==> src/rtl/dp_pkg.sv <==
// Shared encodings for the add/sub datapath issue controller: opcodes, field positions,
// FSM states and the issue-slot record.
package dp_pkg;
   localparam logic [1:0] OP_NOP  = 2'b00;
   localparam logic [1:0] OP_ADD  = 2'b01;
   localparam logic [1:0] OP_ADDI = 2'b10;
   localparam logic [1:0] OP_HALT = 2'b11;

   localparam int OP_LSB  = 30;
   localparam int SUB_BIT = 29;
   localparam int WA_LSB  = 24;
   localparam int RA0_LSB = 19;
   localparam int RA1_LSB = 14;
   localparam int IM_LSB  = 0;
   localparam int REG_W   = 5;
   localparam int IM_W    = 16;

   typedef enum logic {
      ST_RUN    = 1'b0,
      ST_HALTED = 1'b1
   } state_t;

   typedef struct packed {
      logic [REG_W-1:0] ra0;
      logic [REG_W-1:0] ra1;
      logic [REG_W-1:0] wa;
      logic             alu_src;
      logic             add_sub;
      logic [IM_W-1:0]  im;
      logic             busy;
   } issue_t;

   // Idle slot: the datapath write (always enabled) lands in the scratch register.
   function automatic issue_t nop_issue(input logic [REG_W-1:0] sink);
      issue_t n;
      n         = '0;
      n.wa      = sink;
      return n;
   endfunction

   function automatic issue_t decode(input logic [31:0] w, input logic [REG_W-1:0] sink);
      issue_t d;
      d = nop_issue(sink);
      if (w[OP_LSB +: 2] == OP_ADD) begin
         d.ra0     = w[RA0_LSB +: REG_W];
         d.ra1     = w[RA1_LSB +: REG_W];
         d.wa      = w[WA_LSB +: REG_W];
         d.add_sub = w[SUB_BIT];
         d.busy    = 1'b1;
      end else if (w[OP_LSB +: 2] == OP_ADDI) begin
         d.ra0     = w[RA0_LSB +: REG_W];
         d.wa      = w[WA_LSB +: REG_W];
         d.alu_src = 1'b1;
         d.add_sub = w[SUB_BIT];
         d.im      = w[IM_LSB +: IM_W];
         d.busy    = 1'b1;
      end
      return d;
   endfunction
endpackage

==> src/rtl/sync_fifo.sv <==
// Single-clock FIFO with combinational head output; pushes when full and pops when
// empty are dropped. Async active-low reset clears pointers and count.
module sync_fifo #(
   parameter int DATA_W = 32,
   parameter int DEPTH  = 4
) (
   input  logic              clk,
   input  logic              rst_n,
   input  logic              push,
   input  logic [DATA_W-1:0] din,
   input  logic              pop,
   output logic [DATA_W-1:0] dout,
   output logic              full,
   output logic              empty
);
   localparam int AW = (DEPTH > 1) ? $clog2(DEPTH) : 1;

   logic [DATA_W-1:0] mem [DEPTH];
   logic [AW-1:0]     wr_ptr;
   logic [AW-1:0]     rd_ptr;
   logic [AW:0]       count;
   logic              do_push;
   logic              do_pop;

   assign full    = (count == (AW+1)'(DEPTH));
   assign empty   = (count == '0);
   assign do_push = push & ~full;
   assign do_pop  = pop & ~empty;
   assign dout    = mem[rd_ptr];

   always_ff @(posedge clk or negedge rst_n) begin
      if (!rst_n) begin
         wr_ptr <= '0;
         rd_ptr <= '0;
         count  <= '0;
      end else begin
         if (do_push) wr_ptr <= wr_ptr + AW'(1);
         if (do_pop)  rd_ptr <= rd_ptr + AW'(1);
         case ({do_push, do_pop})
            2'b10:   count <= count + (AW+1)'(1);
            2'b01:   count <= count - (AW+1)'(1);
            default: count <= count;
         endcase
      end
   end

   // Storage is not reset; contents are only observable behind the count.
   always_ff @(posedge clk) begin
      if (do_push) mem[wr_ptr] <= din;
   end
endmodule

==> src/rtl/dp_issue_ctrl.sv <==
// Issue stage for the add/sub regfile datapath: buffers instruction words, issues one
// registered control set per cycle and accumulates retire status.
//
//   state     | meaning
//   ----------+---------------------------------------------------------
//   ST_RUN    | pop FIFO head into the issue slot each cycle (NOP if empty)
//   ST_HALTED | HALT was issued; slot holds NOP until i_Resume
module dp_issue_ctrl
   import dp_pkg::*;
#(
   parameter int DEPTH    = 4,
   parameter int SINK_REG = 0
) (
   input  logic        i_CLK,
   input  logic        i_RST,
   input  logic [31:0] i_Instr,
   input  logic        i_Valid,
   output logic        o_Ready,
   input  logic        i_Resume,
   input  logic        i_StatClr,
   input  logic        i_Cout,
   input  logic        i_Overflow,
   output logic [4:0]  o_RA0,
   output logic [4:0]  o_RA1,
   output logic [4:0]  o_WA,
   output logic        o_ALUSrc,
   output logic        o_AddSub,
   output logic [15:0] o_Im,
   output logic        o_Busy,
   output logic        o_Halted,
   output logic        o_CoutSticky,
   output logic        o_OvfSticky,
   output logic [15:0] o_RetCnt
);
   localparam logic [REG_W-1:0] SINK = REG_W'(SINK_REG);

   state_t      state;
   issue_t      iss;
   logic [31:0] head;
   logic        fifo_full;
   logic        fifo_empty;
   logic        pop;
   logic        cout_sticky;
   logic        ovf_sticky;
   logic [15:0] ret_cnt;

   assign pop     = (state == ST_RUN) & ~fifo_empty;
   assign o_Ready = ~fifo_full;

   sync_fifo #(
      .DATA_W (32),
      .DEPTH  (DEPTH)
   ) u_fifo (
      .clk   (i_CLK),
      .rst_n (i_RST),
      .push  (i_Valid),
      .din   (i_Instr),
      .pop   (pop),
      .dout  (head),
      .full  (fifo_full),
      .empty (fifo_empty)
   );

   always_ff @(posedge i_CLK or negedge i_RST) begin
      if (!i_RST) begin
         state <= ST_RUN;
         iss   <= nop_issue(SINK);
      end else if (state == ST_RUN) begin
         if (pop) begin
            iss <= decode(head, SINK);
            if (head[OP_LSB +: 2] == OP_HALT) state <= ST_HALTED;
         end else begin
            iss <= nop_issue(SINK);
         end
      end else begin
         iss <= nop_issue(SINK);
         if (i_Resume) state <= ST_RUN;
      end
   end

   // Clear wins over a retire on the same edge.
   always_ff @(posedge i_CLK or negedge i_RST) begin
      if (!i_RST) begin
         cout_sticky <= 1'b0;
         ovf_sticky  <= 1'b0;
         ret_cnt     <= '0;
      end else if (i_StatClr) begin
         cout_sticky <= 1'b0;
         ovf_sticky  <= 1'b0;
         ret_cnt     <= '0;
      end else if (iss.busy) begin
         cout_sticky <= cout_sticky | i_Cout;
         ovf_sticky  <= ovf_sticky | i_Overflow;
         ret_cnt     <= ret_cnt + 16'd1;
      end
   end

   assign o_RA0        = iss.ra0;
   assign o_RA1        = iss.ra1;
   assign o_WA         = iss.wa;
   assign o_ALUSrc     = iss.alu_src;
   assign o_AddSub     = iss.add_sub;
   assign o_Im         = iss.im;
   assign o_Busy       = iss.busy;
   assign o_Halted     = (state == ST_HALTED);
   assign o_CoutSticky = cout_sticky;
   assign o_OvfSticky  = ovf_sticky;
   assign o_RetCnt     = ret_cnt;
endmodule

==> config.mk <==
export PLATFORM = sky130hd
export DESIGN_NAME = dp_issue_ctrl
export DESIGN_NICKNAME = d
export VERILOG_FILES = /design/src/rtl/dp_pkg.sv /design/src/rtl/sync_fifo.sv /design/src/rtl/dp_issue_ctrl.sv
export SDC_FILE = /design/constraint.sdc
export NUM_CORES = 1
export LEC_CHECK = 0
export ABC_CLOCK_PERIOD_IN_PS = 5100
export CAP_MARGIN = 20
export CORE_MARGIN = 2
export CORE_UTILIZATION = 46
export CTS_CLUSTER_DIAMETER = 80
export CTS_CLUSTER_SIZE = 30
export DETAILED_ROUTE_END_ITERATION = 6
export MAX_ROUTING_LAYER = met4
export PLACE_DENSITY = 0.78
export SKIP_LAST_GASP = 1
export SLEW_MARGIN = 40
export SYNTH_ARGS = -nofsm -noshare
export SYNTH_HDL_FRONTEND = slang
export SYNTH_HIERARCHICAL = 1
export SYNTH_SLANG_ARGS = --single-unit
==> constraint.sdc <==
create_clock -name i_CLK -period 5.1 [get_ports i_CLK]
set_input_delay 0.51 -clock i_CLK [delete_from_list [all_inputs] [get_ports i_CLK]]
set_output_delay 0.51 -clock i_CLK [all_outputs]
set_load 0.01 [all_outputs]
==> run metrics, run 1 <==
R2R Setup Slk=2690 ps; most frequent cells after synthesis=edfxtp_1, dfrtp_1, and2_1; HP Class=input port to async pin; Total GRT Usage=0.177; critical path class=flip-flop to flip-flop; die area=16700 um2; total CTS buffers=17; setup violators final=0; RSZ-0062 raised after global routing=no; die width=129 um; worst-path fanout max=9; most used flip-flop cell after synthesis=edfxtp_1; startpoint types=flip-flop; clock sink count=188; routed via count=3665; Util after Layout=0.582; actual slew at the worst max-slew pin=574 ps; mapped cell area=7210 um2; CTS root buf=clkbuf_16; vias in the first global route=3898; Via density=5.24; #FFs+latches synth=188; total grt overflow=0; fin crit share=0.473; first-pass GRT wire length=21.0 mm; CTS clock-pin slew for the worst setup and hold paths=70 ps; worst-path cell with the longest stage delay=dfrtp_1; Worst Path Arrival=2770 ps; fin crit period=2410 ps; Avg Cell Area, Syn=19.2 um2; Starting Density=0.472; Post-Synthesis Cells=375; Resized Gates After CTS=0; final setup TNS=0 ps; Layout fillers=1119; share of the synthesized area in the top cell type=0.533; Leak Pwr=3.27 nW; fin nets=526; post-synthesis sequential area ratio=0.742; dpl ws=2290 ps; outcome=finished clean; syn_nets=425; 1st-pass router iterations=4; final worst setup slack=2690 ps; Yosys warning count=6; # IOs=93; residual DRC count=0; core box area=15300 um2; antenna cell count=0; setup bufs post-CTS=0; DIE HEIGHT=129 um; most common cell in the synthesized netlist=edfxtp_1; Rows=45; Crit path buffers/inverters=1; P&R area growth vs syn=23.3%; PnR Total Power=0.00472 W; Synth area leader=edfxtp_1; WL/cell=18.6 um; crit-path cells=nor3_1 > nor2_1 > o31a_1 > ha_1 > inv_1 > fa_1 > xor2_1 > nor2_1 > xor2_1; H-tree depth=4; number of distinct library cells after synthesis=44; Slew HR=0.617; ys async rst share=0.319; Max stage delay on crit path=440 ps; EDFF count, synth=128; detailed placement HPWL=7.85 mm; largest net degree at the start of global routing=61; Final Max Tran Viols=0; CP top delay family=simple AND/OR/NAND/NOR gates; initial drt markers=353; MaxCap Viol Count=0; Max clock buf depth=2; post-route ant nets=0; maximum VDD drop=0.000331 V; port bufs=92; Hold Vio Cnt, Final=0; DRT Wirelength=13.0 mm; CTS tree=done; f_max=0.414 GHz; layout cells sized above 1=0.166; Setup crit end kind=flip-flop; antenna violations before repair=0; clk_skew=7.81 ps; Area contributors post-synth=edfxtp_1, dfrtp_1, mux4_2; worst skew pair latency=430 ps; PwrDens=531 nW/um2; CTS hold repair buffers=0; Worst EP required=5450 ps; Final Wtd Congestion=0.814
==> area by class of cell <==
class | instances | area, um2 | area share
multi-input cells | 162 | 1710 | 0.192
clock buffers | 19 | 453 | 0.0510
repair buffers | 95 | 937 | 0.105
inverters | 12 | 45.0 | 0.00507
flip-flops and latches | 188 | 5350 | 0.602
clock inverters | 12 | 128 | 0.0144
well taps | 211 | 264 | 0.0297
==> cells in the final DEF, fill, tap and decap left out, types with 3 or more instances in the layout <==
cell	synthesis	layout
a21oi_1	5	5
and2_1	32	28
and2_4	0	4
and3_1	6	6
clkbuf_16	0	17
clkdlybuf4s50_1	0	90
clkinvlp_4	0	3
dfrtp_1	60	58
edfxtp_1	128	128
ha_1	10	10
inv_1	12	12
inv_6	0	4
mux4_1	4	4
mux4_2	28	28
nand2_1	6	6
nor2_1	18	18
nor3_1	5	5
o21ai_0	3	3
xnor2_1	11	11
xor2_1	5	5
==> routing by layer <==
layer	GRT usage	up-vias	part of all wire
li1	-	1615	-
met1	0.225	1911	0.43
met2	0.283	124	0.51
met3	0.0450	15	0.051
met4	0.0556	0	0.014
met5	-	-	0
==> sequential cells by signal, indices dropped and copies added (netlist names) <==
| name | flops |
|---|---|
| o_Halted | 1 |
| u_fifo/count | 3 |
| o_RetCnt | 16 |
| o_WA | 5 |
| o_ALUSrc | 1 |
| o_OvfSticky | 1 |
| u_fifo/mem | 128 |
| o_RA0 | 5 |
| o_RA1 | 5 |
| o_Busy | 1 |
| u_fifo/wr_ptr | 2 |
| u_fifo/rd_ptr | 2 |
| o_Im | 16 |
| o_CoutSticky | 1 |
| o_AddSub | 1 |
==> where the power goes <==
part / switching [W] / internal [W]
registers: 0.000203 / 0.00200
logic: 0.000573 / 0.000655
clock network: 0.000573 / 0.000710
total: 0.00135 / 0.00337
==> per-stage QoR <==
step                cells  hold WS (ps)  cell area (um2)
floorplan             375           214             7210
global placement      668           484             8300
detailed placement    668           490             8300
CTS                   699           288             8880
global route          699           217             8880
finish                699           165             8880
==> worst paths after layout <==
check	startpoint	end	cells after the start
min	i_RST	o_RA0[2]$_DFF_PN0_	2
min reg2reg	o_OvfSticky$_DFFE_PN0P_	o_OvfSticky$_DFFE_PN0P_	2
min in group i_CLK	o_OvfSticky$_DFFE_PN0P_	o_OvfSticky$_DFFE_PN0P_	2
max reg2reg	u_fifo/count[0]$_DFFE_PN0P_	u_fifo/count[2]$_DFFE_PN0P_	9
max in group asynchronous	i_RST	u_fifo/rd_ptr[1]$_DFFE_PN0P_	2
max	u_fifo/count[0]$_DFFE_PN0P_	u_fifo/count[2]$_DFFE_PN0P_	9
==> kinds of logic (layout without fill, tap and decap cells) <==
kind of cell / count (synthesis) / in the layout / share of synthesized area
muxes: 37 / 37 / 0.110
and+or+nand+nor: 85 / 85 / 0.0741
AOI/OAI and AO/OA: 13 / 13 / 0.0123
adders and majority gates: 11 / 11 / 0.0201
buffers and inverters: 25 / 138 / 0.0229
xor gates and xnor gates: 16 / 16 / 0.0194
DFF: 188 / 188 / 0.742
Power figures use the tool's default switching activity.
==> run 2, diff against run 1 <==
Settings changed: ABC_CLOCK_PERIOD_IN_PS 5100 to 2300.
Clock period 5.1 ns to 2.3 ns, I/O delays scaled along.
==> run 2 against run 1 <==
Hold slack better by 200 ps; first-iteration DRC count down 53%; register-to-register slack worse by 2500 ps; clock skew down 0.62 ps; combinational power up 140%; total power up 130%; final cell count up 1.7%; setup slack worse by 2500 ps; via count down 1.7%; count of clock-buffer cells in the layout up 2; die area unchanged; critical path type unchanged; critical endpoint unchanged.
==> run metrics, run 2 (synthesized netlist as in run 1, its figures left out) <==
outcome=finished clean; WL/cell=18.3 um (-1.7%); first-pass GRT wire length=20.4 mm (-2.7%); Resized Gates After CTS=0 (unchanged); core box area=15300 um2 (unchanged); Layout Cell Area excl Fill=9040 um2 (+1.7%); clock sink count=188 (unchanged); detailed placement HPWL=8.06 mm (+2.8%); Largest register FFs=128 (unchanged); switching share of total power=0.277 (-0.00948); CTS clock-pin slew for the worst setup and hold paths=70 ps (about the same); Final Wtd Congestion=0.767 (-5.8%); crit-path cells=nor3_1 > nor2_1 > o31a_1 > ha_1 > inv_1 > fa_1 > xor2_1 > nor2_1 > xor2_1; H-tree depth=4 (unchanged); startpoint types=flip-flop; CTS tree=done; antenna cell count=0 (unchanged); Largest Register=u_fifo/mem; CTS root buf=clkbuf_16; total grt overflow=0 (unchanged); M1 wire length=5.51 mm (-1.2%); Setup crit end kind=flip-flop; Hold Vio Cnt, Final=0 (unchanged); Worst EP required=2640 ps (-2810 ps); Worst Path Arrival=2450 ps (-320 ps); Total GRT Usage=0.174 (-0.00351); dpl ws=223 ps (-2070 ps); commonest non-fill, non-tap cell in the layout=edfxtp_1; Rows=45 (unchanged); residual DRC count=0 (unchanged); layout cells sized above 1=0.176 (+0.0100); combinational share of power=0.280 (+0.020); routed via count=3603 (-1.7%); clk_skew=7.20 ps (-0.617 ps); vias in the first global route=3859 (-1.0%); fin crit share=0.916 (+0.442); Seq pwr share=0.442 (-0.025); DRT Wirelength=13.0 mm (about the same); Fin Hold WS=365 ps (+200 ps); worst-path cell with the longest stage delay=dfrtp_1; die area=16700 um2 (unchanged); P&R area growth vs syn=25.4%; fin nets=537 (+2.1%); MaxCap Viol Count=0 (unchanged); P_sw=0.00297 W (+120%); port bufs=92 (unchanged); maximum VDD drop=0.000840 V (+150%); area post-placement=8420 um2 (+1.4%); Util after Layout=0.592 (+0.0102); setup bufs post-CTS=0 (unchanged); Via density=5.07 (-3.4%); post-route ant nets=0 (unchanged); Max Used Layer=met4; Max clock buf depth=2 (unchanged); antenna violations before repair=0 (unchanged); Slew HR=0.683 (+0.0658); die width=129 um (unchanged); Layout fillers=1156 (+3.3%); DIE HEIGHT=129 um (unchanged); PwrDens=1190 nW/um2 (+120%); final setup TNS=0 ps (unchanged); most frequent cells in the layout=edfxtp_1, clkdlybuf4s50_1, dfrtp_1, and2_1, mux4_2; initial drt markers=166 (-53%); worst skew pair latency=420 ps (about the same); RSZ-0062 raised after global routing=no; f_max=0.475 GHz (+15%); final worst setup slack=194 ps (-2490 ps); 1st-pass router iterations=4 (unchanged); wire length on met3=543 um (-18%); HP Class=input port to flip-flop; Clk pwr share=0.277 (+0.005); Int Pwr=0.00775 W (+130%); setup violators final=0 (unchanged); critical path class=flip-flop to flip-flop; actual slew at the worst max-slew pin=475 ps (-98.7 ps); total CTS buffers=17 (unchanged); Max stage delay on crit path=430 ps (about the same); Final Max Tran Viols=0 (unchanged); # IOs=93 (unchanged); Starting Density=0.472 (unchanged); met2 routed WL=6.79 mm (+2.6%); largest net degree at the start of global routing=33 (-46%); Leak Pwr=3.35 nW (+2.3%); fin crit period=2110 ps (-308 ps); worst-path fanout max=5 (-4)
## run 2: path summary, 6_finish.rpt
| path | to | cells past startpoint | slack [ps] | start |
|---|---|---|---|---|
| hold / removal | o_Halted$_DFF_PN0_ | 2 | 360 | i_Resume |
| setup / recovery | u_fifo/count[2]$_DFFE_PN0P_ | 9 | 190 | u_fifo/count[0]$_DFFE_PN0P_ |
| max in group asynchronous | u_fifo/rd_ptr[0]$_DFFE_PN0P_ | 3 | 1580 | i_RST |
| setup reg to reg | u_fifo/count[2]$_DFFE_PN0P_ | 9 | 190 | u_fifo/count[0]$_DFFE_PN0P_ |
| min in group asynchronous | o_CoutSticky$_DFFE_PN0P_ | 3 | 370 | i_RST |
| hold reg to reg | o_OvfSticky$_DFFE_PN0P_ | 2 | 510 | o_OvfSticky$_DFFE_PN0P_ |
## run 2: per-stage QoR
stage          cells  total power, W
5_1_grt          711          0.0113
4_1_cts          711          0.0109
3_5_place_dp     678         0.00787
3_3_place_gp     678         0.00774
2_1_floorplan    375         0.00670
6_report         711          0.0107
## run 2: power groups by stage
stage | combinational (W) | clock [W] | sequential [W]
finish | 0.00301 | 0.00297 | 0.00474
global placement | 0.00297 | 0 | 0.00477
CTS | 0.00309 | 0.00306 | 0.00475
floorplan | 0.00190 | 0 | 0.00480
global route | 0.00330 | 0.00318 | 0.00481
detailed placement | 0.00305 | 0 | 0.00481
## run 2: final cells by class
type	instances	area [um2]	share of cell area
sequential	188	5350	0.592
multi-input combinational	162	1700	0.188
timing repair buffer	106	1070	0.119
clock buffer	21	450	0.0498
tap	211	264	0.0292
clock inverter	11	156	0.0173
inverter	12	45.0	0.00498
## run 2: critical path, delay by kind of cell, from the launching register on
family / cells / cell delay [ps]
compound gates: 1 / 240
xor+xnor: 2 / 320
fa+ha+maj: 2 / 570
buf+inv: 1 / 60
flops: 1 / 430
simple gates: 3 / 400
## run 2: what timing repair did
action                     4_1_cts  5_1_grt
hold endpoints to repair        60        0
setup endpoints to repair        0        0
hold buffers                     1        0
## run 2: metal layers
layer	GRT usage	vias to the layer above
li1	-	1643
met1	0.209	1853
met2	0.288	95
met3	0.0429	12
met4	0.0614	0
met5	-	-
